File: config.mk
export PLATFORM = sky130hd
export DESIGN_NAME = bip_cpu_mc
export DESIGN_NICKNAME = d
export VERILOG_FILES = /design/src/rtl/bip_pkg.sv /design/src/rtl/bip_alu.sv /design/src/rtl/bip_cpu_mc.sv
export SDC_FILE = /design/constraint.sdc
export NUM_CORES = 1
export LEC_CHECK = 0
export ABC_AREA = 1
export BUFFER_PORTS_ARGS = -buffer_cell sky130_fd_sc_hd__buf_2
export CORE_MARGIN = 5
export CORE_UTILIZATION = 55
export CTS_CLUSTER_SIZE = 40
export DETAILED_ROUTE_END_ITERATION = 10
export PLACE_DENSITY = 0.91
export SLEW_MARGIN = 20
export SYNTH_ARGS = -nofsm -noshare
export SYNTH_HDL_FRONTEND = slang
export SYNTH_SLANG_ARGS = --single-unit
File: constraint.sdc
create_clock -name i_clk -period 3.95 [get_ports i_clk]
set_clock_uncertainty 0.15 [all_clocks]
set_input_delay 0.395 -clock i_clk [delete_from_list [all_inputs] [get_ports i_clk]]
set_output_delay 0.395 -clock i_clk [all_outputs]
set_load 0.02 [all_outputs]
File: src/rtl/bip_pkg.sv
// Shared definitions for the multi-cycle BIP accumulator core:
// opcodes, FSM state encoding, ALU operation select and default widths.
package bip_pkg;

    localparam int NB_OPCODE_D   = 5;
    localparam int NB_OPERANDO_D = 11;
    localparam int NB_ADDR_D     = 11;
    localparam int NB_DATA_D     = 16;
    localparam int NB_CNT_D      = 32;

    localparam logic [4:0] OP_HLT  = 5'b00000;
    localparam logic [4:0] OP_STO  = 5'b00001;
    localparam logic [4:0] OP_LD   = 5'b00010;
    localparam logic [4:0] OP_LDI  = 5'b00011;
    localparam logic [4:0] OP_ADD  = 5'b00100;
    localparam logic [4:0] OP_ADDI = 5'b00101;
    localparam logic [4:0] OP_SUB  = 5'b00110;
    localparam logic [4:0] OP_SUBI = 5'b00111;
    localparam logic [4:0] OP_AND  = 5'b01000;
    localparam logic [4:0] OP_ANDI = 5'b01001;
    localparam logic [4:0] OP_JMP  = 5'b01010;
    localparam logic [4:0] OP_BEQ  = 5'b01011;
    localparam logic [4:0] OP_BNE  = 5'b01100;

    typedef enum logic [1:0] {
        ST_FETCH = 2'd0,
        ST_EXEC  = 2'd1,
        ST_MEM   = 2'd2,
        ST_HALT  = 2'd3
    } state_e;

    typedef enum logic [2:0] {
        ALU_HOLD,
        ALU_PASS,
        ALU_ADD,
        ALU_SUB,
        ALU_AND
    } alu_op_e;

endpackage

File: src/rtl/bip_alu.sv
// Accumulator ALU: combinational next-ACC value and ACC zero test.
// Ports: acc, opnd (memory data or immediate), op -> result, zero.
module bip_alu
    import bip_pkg::*;
#(
    parameter int NB_DATA = NB_DATA_D
) (
    input  logic [NB_DATA-1:0] acc,
    input  logic [NB_DATA-1:0] opnd,
    input  alu_op_e            op,
    output logic [NB_DATA-1:0] result,
    output logic               zero
);

    always_comb begin
        result = acc;
        unique case (op)
            ALU_HOLD: result = acc;
            ALU_PASS: result = opnd;
            ALU_ADD:  result = acc + opnd;
            ALU_SUB:  result = acc - opnd;
            ALU_AND:  result = acc & opnd;
            default:  result = acc;
        endcase
    end

    assign zero = (acc == '0);

endmodule

File: src/rtl/bip_cpu_mc.sv
// Multi-cycle BIP accumulator core with branches, data-memory wait states,
// halt and cycle counter. Ports: program memory (o_addr_pm, i_opcode_pm,
// i_operando_pm), data memory (o_addr_dm, o_rd_en, o_wr_en, o_data,
// i_data, i_dm_ready), debug (o_acc, o_halt, o_clk_count).
module bip_cpu_mc
    import bip_pkg::*;
#(
    parameter int NB_OPCODE   = NB_OPCODE_D,
    parameter int NB_OPERANDO = NB_OPERANDO_D,
    parameter int NB_ADDR     = NB_ADDR_D,
    parameter int NB_DATA     = NB_DATA_D,
    parameter int NB_CNT      = NB_CNT_D
) (
    input  logic                   i_clk,
    input  logic                   i_rst,
    input  logic [NB_OPCODE-1:0]   i_opcode_pm,
    input  logic [NB_OPERANDO-1:0] i_operando_pm,
    output logic [NB_ADDR-1:0]     o_addr_pm,
    output logic [NB_OPERANDO-1:0] o_addr_dm,
    output logic                   o_rd_en,
    output logic                   o_wr_en,
    output logic [NB_DATA-1:0]     o_data,
    input  logic [NB_DATA-1:0]     i_data,
    input  logic                   i_dm_ready,
    output logic [NB_DATA-1:0]     o_acc,
    output logic                   o_halt,
    output logic [NB_CNT-1:0]      o_clk_count
);

    state_e                 state;
    logic [NB_ADDR-1:0]     pc;
    logic [NB_DATA-1:0]     acc;
    logic [NB_OPCODE-1:0]   ir_op;
    logic [NB_OPERANDO-1:0] ir_opnd;
    logic [NB_CNT-1:0]      cnt;
    logic                   halt;

    logic [4:0]         opc;
    logic               is_hlt;
    logic               is_mem;
    logic               is_sto;
    logic               jump;
    logic               zero;
    logic               mem_act;
    alu_op_e            alu_op;
    logic [NB_DATA-1:0] imm;
    logic [NB_DATA-1:0] alu_in;
    logic [NB_DATA-1:0] alu_res;
    logic [NB_ADDR-1:0] pc_inc;
    logic [NB_ADDR-1:0] target;

    assign opc    = 5'(ir_op);
    assign imm    = NB_DATA'($signed(ir_opnd));
    assign target = NB_ADDR'(ir_opnd);
    assign pc_inc = pc + NB_ADDR'(1);
    assign alu_in = is_mem ? i_data : imm;

    always_comb begin
        is_hlt = 1'b0;
        is_mem = 1'b0;
        is_sto = 1'b0;
        jump   = 1'b0;
        alu_op = ALU_HOLD;
        case (opc)
            OP_HLT:  is_hlt = 1'b1;
            OP_STO:  begin is_mem = 1'b1; is_sto = 1'b1; end
            OP_LD:   begin is_mem = 1'b1; alu_op = ALU_PASS; end
            OP_LDI:  alu_op = ALU_PASS;
            OP_ADD:  begin is_mem = 1'b1; alu_op = ALU_ADD; end
            OP_ADDI: alu_op = ALU_ADD;
            OP_SUB:  begin is_mem = 1'b1; alu_op = ALU_SUB; end
            OP_SUBI: alu_op = ALU_SUB;
            OP_AND:  begin is_mem = 1'b1; alu_op = ALU_AND; end
            OP_ANDI: alu_op = ALU_AND;
            OP_JMP:  jump = 1'b1;
            OP_BEQ:  jump = zero;
            OP_BNE:  jump = !zero;
            default: ;
        endcase
    end

    bip_alu #(.NB_DATA(NB_DATA)) u_alu (
        .acc    (acc),
        .opnd   (alu_in),
        .op     (alu_op),
        .result (alu_res),
        .zero   (zero)
    );

    // Requests decode from state so reset drops them asynchronously.
    assign mem_act = (state == ST_EXEC || state == ST_MEM) && is_mem;
    assign o_rd_en = mem_act && !is_sto;
    assign o_wr_en = mem_act && is_sto;

    assign o_addr_pm   = pc;
    assign o_addr_dm   = ir_opnd;
    assign o_data      = acc;
    assign o_acc       = acc;
    assign o_halt      = halt;
    assign o_clk_count = cnt;

    always_ff @(posedge i_clk or posedge i_rst) begin
        if (i_rst) begin
            state   <= ST_FETCH;
            pc      <= '0;
            acc     <= '0;
            ir_op   <= '0;
            ir_opnd <= '0;
            cnt     <= '0;
            halt    <= 1'b0;
        end else begin
            if (state != ST_HALT && cnt != '1)
                cnt <= cnt + NB_CNT'(1);
            unique case (state)
                ST_FETCH: begin
                    ir_op   <= i_opcode_pm;
                    ir_opnd <= i_operando_pm;
                    state   <= ST_EXEC;
                end
                ST_EXEC: begin
                    if (is_hlt) begin
                        state <= ST_HALT;
                        halt  <= 1'b1;
                    end else if (is_mem) begin
                        if (i_dm_ready) begin
                            acc   <= alu_res;
                            pc    <= pc_inc;
                            state <= ST_FETCH;
                        end else begin
                            state <= ST_MEM;
                        end
                    end else begin
                        acc   <= alu_res;
                        pc    <= jump ? target : pc_inc;
                        state <= ST_FETCH;
                    end
                end
                ST_MEM: begin
                    if (i_dm_ready) begin
                        acc   <= alu_res;
                        pc    <= pc_inc;
                        state <= ST_FETCH;
                    end
                end
                ST_HALT: ;
                default: state <= ST_FETCH;
            endcase
        end
    end

endmodule

# [After elaboration in Yosys (flattened, before gate mapping)]
# Index checks and enable logic that the tools add are counted.
[word_totals] regBits=78 inputBits=35 output_inout_bits=89 elab_cells=75
[classes] add_sub_neg=4 n_eq_ne=22 muxes=21 bitwise=1 reduce_logical=20
[op_table] operator="two-way mux 16 bit" n=4
[op_table] operator="one-hot mux 16 bit (4 select lines)" n=1
[op_table] operator="two-way mux 11 bit" n=4
[op_table] operator="adder 32 x 1 -> 32 bit (second input constant)" n=1
[op_table] operator="inequality test 32 bit (second input constant)" n=1
[op_table] operator="one-hot mux 16 bit (2 select lines)" n=1
[op_table] operator="== test 5 x 4 -> 1 bit (second input constant)" n=5
[op_table] operator="one-hot mux 11 bit (2 select lines)" n=1
[op_table] operator="== test 5 x 3 -> 1 bit (second input constant)" n=4
[op_table] operator="adder 16 bit" n=1
[op_table] operator="AND 16 bit" n=1
[op_table] operator="logical NOT 16 bit" n=1
[op_table] operator="subtractor 16 bit" n=1
[op_table] operator="one-hot mux 3 bit (4 select lines)" n=1
[op_table] operator="adder 11 x 1 -> 11 bit (second input constant)" n=1
[op_table] operator="== test 5 x 2 -> 1 bit (second input constant)" n=2
[op_table] operator="two-way mux 2 bit" n=4
[op_table] operator="OR reduction 2 bit" n=4
[op_table] operator="== test 3 x 2 -> 1 bit (second input constant)" n=2
[op_table] operator="inequality test 2 bit (second input constant)" n=3
[op_table] operator="one-hot mux 2 bit (3 select lines)" n=1
[op_table] operator="AND reduction 2 bit" n=3
[op_table] operator="== test 5 x 1 -> 1 bit (second input constant)" n=1
[op_table] operator="logical NOT 5 bit" n=1
[op_table] operator="13 further kinds" n=19

# [Depth between registers and ports, before layout]
[logic_depth] depth_word=10 ltp_mapped=27

# [Hierarchy]
# A second synthesis with hierarchy kept.
[hier_totals] hier_cells=1016 area_unflattened_um2=6537.5
[modules_own_cells] module="bip_cpu_mc" n_inst=1 cells_per_inst=708 area_each_um2=4911.0
[modules_own_cells] module="bip_alu" n_inst=1 cells_per_inst=308 area_each_um2=1626.6

# [Worst setup path before layout]
# No wires, ideal clock.
[synth_path] path_type="register to register" from="reg ir_op[2]" to="reg acc[13] (netlist: o_acc[13])" setup_ns=0.087 arrival_time_ns=3.096 t_required_ns=3.713 setup_slack_ns=0.617 path_stages_with_launch=24 path_buffers=1 path_cell_list="dfrtp_1 -> nor2_2 -> nand3_1 -> nand2_2 -> inv_4 -> nand2_4 -> buf_8 -> nand2_2 -> nand2_2 -> nand2_4 -> nor2_4 -> a21oi_1 -> xor2_1 -> ha_1 -> nand2_1 -> nor2_1 -> nor2_1 -> o21ai_0 -> a21oi_1 -> o21ai_0 -> nand2_1 -> nand3_1 -> nand3_1 -> a22oi_1"
[synth_between] elab_chain_len=10 elab_cells_between_ends=33 cone_classes="add/sub: 2; eq/ne: 14; mux: 9; bitwise: 1; reduce/logical: 7"
[synth_lines] element="from (decl)" line_no="bip_cpu_mc.sv:33" rtl="logic [NB_OPCODE-1:0] ir_op;"
[synth_lines] element="from (signal assigned)" line_no="bip_cpu_mc.sv:116" rtl="ir_op <= i_opcode_pm;"
[synth_lines] element="== test 5 x 4 -> 1 bit, or another cell as far along" line_no="bip_cpu_mc.sv:64" rtl="case (opc)"
[synth_lines] element="OR reduction 5 bit (no line)"
[synth_lines] element="two-way mux 1 bit" line_no="bip_cpu_mc.sv:64"
[synth_lines] element="two-way mux 16 bit" line_no="bip_cpu_mc.sv:56" rtl="assign alu_in = is_mem ? i_data : imm;"
[synth_lines] element="subtractor 16 bit, or another cell as far along" line_no="bip_alu.sv:21" rtl="ALU_SUB: result = acc - opnd;"
[synth_lines] element="one-hot mux 16 bit (4 select lines)" line_no="bip_alu.sv:17" rtl="unique case (op)"
[synth_lines] element="two-way mux 16 bit" line_no="bip_cpu_mc.sv:125, bip_cpu_mc.sv:139"
[synth_lines] element="two-way mux 16 bit" line_no="bip_cpu_mc.sv:124" rtl="end else if (is_mem) begin"
[synth_lines] element="two-way mux 16 bit" line_no="bip_cpu_mc.sv:121" rtl="if (is_hlt) begin"
[synth_lines] element="one-hot mux 16 bit (2 select lines)" line_no="bip_cpu_mc.sv:114" rtl="unique case (state)"
[synth_lines] element="to (signal assigned)" line_no="bip_cpu_mc.sv:126" rtl="acc <= alu_res;"
[synth_lines] element="to (signal assigned)" line_no="bip_cpu_mc.sv:133" rtl="acc <= alu_res;"
[synth_lines] element="to (signal assigned)" line_no="bip_cpu_mc.sv:140" rtl="acc <= alu_res;"
[synth_lines] element="to (decl)" line_no="bip_cpu_mc.sv:32" rtl="logic [NB_DATA-1:0] acc;"
# Several ways; a longest one is shown, not always the timed one. The select of a mux whose other input is x is not followed.
# A chain may end at the register's enable or synchronous reset.

# [Worst setup path after layout]
[layout_path] from="reg ir_op[4]" to="reg acc[15] (netlist: o_acc[15])"
# Same word-level chain as after synthesis.

==> results.py <==
metrics = {
    "grt": {
        "grt_pass1_vias": 5247,
        "track_usage_pct": 26.07,
        "antenna_found_initial": 1,
        "grt.overflow.total": 0,
        "grt_pass1_wl_um": 24790,
        "grt_max_degree": 56,
    },
    "clocking": {
        "htreeDepth": 3,
        "cts-root-buf": "clkbuf_8",
        "numCtsBuffers": 9,
        "hold_buffers": 0,
        "cts_sinks": 78,
        "insertion_delay_ns": 0.36,
        "cts_buffer_depth": 2,
        "clkTransAtPathRegs_ns": 0.09,
        "cts_tree": "done",
    },
    "detailed_routing": {
        "drcViolationCount": 0,
        "vias": 5486,
        "wirelength_um": 15410,
        "drt_first_pass_iters": 6,
        "routed_via_density": 5.598,
        "drtAntennaViolNets": 0,
        "drtIter0Drc": 453,
        "wire_per_inst_um": 15.73,
    },
    "logic_synthesis": {
        "ys_warn_count": 0,
        "syn-mean-instance-area_um2": 7.576,
        "synth_area_um2": 5515,
        "async_flop_share_pct": 100.0,
        "ys.flop_type": "dfrtp_1",
        "synth_top_area_share_pct": 35.39,
        "synth_edf_count": 0,
        "synthTopCellsByArea": "dfrtp_1, nand2_1, inv_1",
        "ys_ff_latch": 78,
        "yosysUniqueCellTypes": 43,
        "postSynthCellCount": 728,
        "yosysSeqAreaShare_pct": 35.39,
        "synth_top_area_cell": "dfrtp_1",
        "synth_nets": 786,
    },
    "floorplanning": {
        "dieHeight_um": 110.1,
        "start_util_pct": 56.43,
        "rows": 36,
        "core_area_um2": 9774,
        "io_pins": 124,
        "fp.dieArea_um2": 12130,
        "die_x_um": 110.1,
    },
    "outcome": {
        "violations": "hold timing",
        "status": "finished with violations",
    },
    "cells_and_area": {
        "area_growth_pct": 16.31,
        "nNetsFinal": 900,
        "mostFrequentLayoutCell": "nand2_1",
        "mostFrequentLayoutCells": "nand2_1, buf_2, inv_1, dfrtp_1, o21ai_0",
        "layout.cells.non_filler": 980,
        "drive_gt1_share_pct": 23.76,
    },
    "timing": {
        "period_needed_ns": 3.725,
        "hold_viol": 10,
        "worst_pin_slew_ns": 0.9801,
        "setup_viol": 0,
        "fmax_mhz": 268.4,
        "fin_crit_sh_pct": 94.31,
        "relSlewSlack_pct": 34.66,
        "holdWs_ns": -0.001766,
        "slew_violations": 0,
    },
    "place": {
        "dp.cells": 963,
        "portBuffers": 123,
        "hpwl_um": 11510,
        "gp_congestion": 0.9686,
    },
    "setup_path": {
        "cp.arrival_ns": 3.87,
        "crit_fanout": 18,
        "required_ns": 4.09,
        "endpoint_kind": "register",
        "critPathKind": "register to register",
        "critPathLaunchType": "register",
    },
    "job": {
        "cap_violations": 0,
    },
    "worst_hold_path": {
        "hold_class": "input port to async pin",
    },
}
==> layout make-up <==
| class | count | area (µm²) |
|---|---|---|
| flip-flops and latches | 78 | 1953 |
| clock buffers | 11 | 141.4 |
| repair buffers | 130 | 680.7 |
| fillers | 807 | 3359 |
| clock inverters | 4 | 55.05 |
| well taps | 133 | 166.4 |
| diodes | 1 | 2.502 |
| multi-input cells | 516 | 3007 |
| inverters | 107 | 409.1 |
==> timing repair <==
item	4_1_cts	5_1_grt
resized for setup	0	14
endpoints found under the setup margin	0	7
setup buffers	0	1
endpoints found under the hold margin	0	0
==> flip-flops by register name, summed over array words and instances, names as in the netlist <==
register / flops
ir_op: 5
state: 2
o_addr_dm: 11
o_addr_pm: 11
o_clk_count: 32
o_acc: 16
o_halt: 1
==> cells in the mapped netlist (3+ instances only) <==
library cell	n
nand2_1	137
inv_1	98
dfrtp_1	78
o21ai_0	55
nor2_1	49
nand3_1	46
a21oi_1	41
xor2_1	37
ha_1	22
buf_4	16
xnor2_1	16
nor3_1	15
a22oi_1	13
nand2_2	13
nand4_1	9
o22ai_1	9
o21ai_1	8
clkbuf_1	7
inv_2	7
nand2_4	6
nor2_2	6
nor2_4	5
o21a_1	4
o21ai_2	3
o221ai_1	3
or2_2	3
==> per-layer routing <==
metal  part of all wire [%]  routed length (µm)  track usage (%)  vias to the layer above
met4                    4.1                 629            12.40                        0
met2                     45                6915            40.29                      299
met3                    9.6                1478            6.639                       66
met1                     41                6390            34.24                     2521
li1                       -                   -                -                     2600
met5                      0                   0                0                        -
==> worst paths after layout <==
kind                                  start               to  slack, ns  depth (start not counted)
hold reg to reg                      o_halt           o_halt       0.34                          1
hold / removal                        i_rst     o_addr_dm[7]     -0.002                          2
min in group i_clk         i_operando_pm[0]     o_addr_dm[0]       0.09                          3
max in group asynchronous             i_rst  o_clk_count[21]       2.87                          3
setup reg to reg                   ir_op[4]        o_acc[15]       0.22                         26
setup / recovery                   ir_op[4]        o_acc[15]       0.22                         26
==> kinds of logic after synthesis <==
kind of cell	count (synthesis)	share of synthesized area, %
and+or+nand+nor	294	24.73
AOI/OAI and AO/OA	146	15.43
buffers and inverters	134	10.69
DFF	78	35.39
xor gates and xnor gates	53	8.416
adders and majority gates	23	5.354
==> critical path, stage by stage (launching register included) <==
cell	delay, ns
dfrtp_1	0.44
nor2_1	0.20
nand3_2	0.13
nand2_2	0.12
inv_4	0.06
nand2_4	0.10
buf_12	0.16
nand2_1	0.07
nand2_2	0.10
nand2_2	0.07
nor2_4	0.14
nand3_4	0.12
nor2_4	0.12
nand3_1	0.09
o21ai_2	0.14
xnor2_1	0.14
inv_1	0.07
ha_1	0.33
nand2_1	0.11
nor2_1	0.04
inv_1	0.07
o221ai_1	0.14
a21oi_1	0.19
inv_1	0.06
nand3_1	0.09
nand3_1	0.09
a21oi_2	0.12
==> per-stage QoR <==
stage | setup slack [ns] | hold WS (ns) | util (%) | TNS [ns] | cell area [µm²]
CTS | 0.1416 | 0.08784 | 65.04 | 0 | 6357
detailed placement | 0.2192 | 0.3132 | 63.03 | 0 | 6161
floorplan | 0.6171 | 0.3618 | - | 0 | 5515
global placement | 0.2592 | 0.2956 | 63.03 | 0 | 6161
finish | 0.2248 | -0.001766 | 65.63 | 0 | 6415
global route | -0.05880 | 0.05026 | 65.63 | -0.1343 | 6415
Power is left out: the tool's default activity adds up to more than one toggle a clock period on the data nets, which glitch-free logic cannot reach.
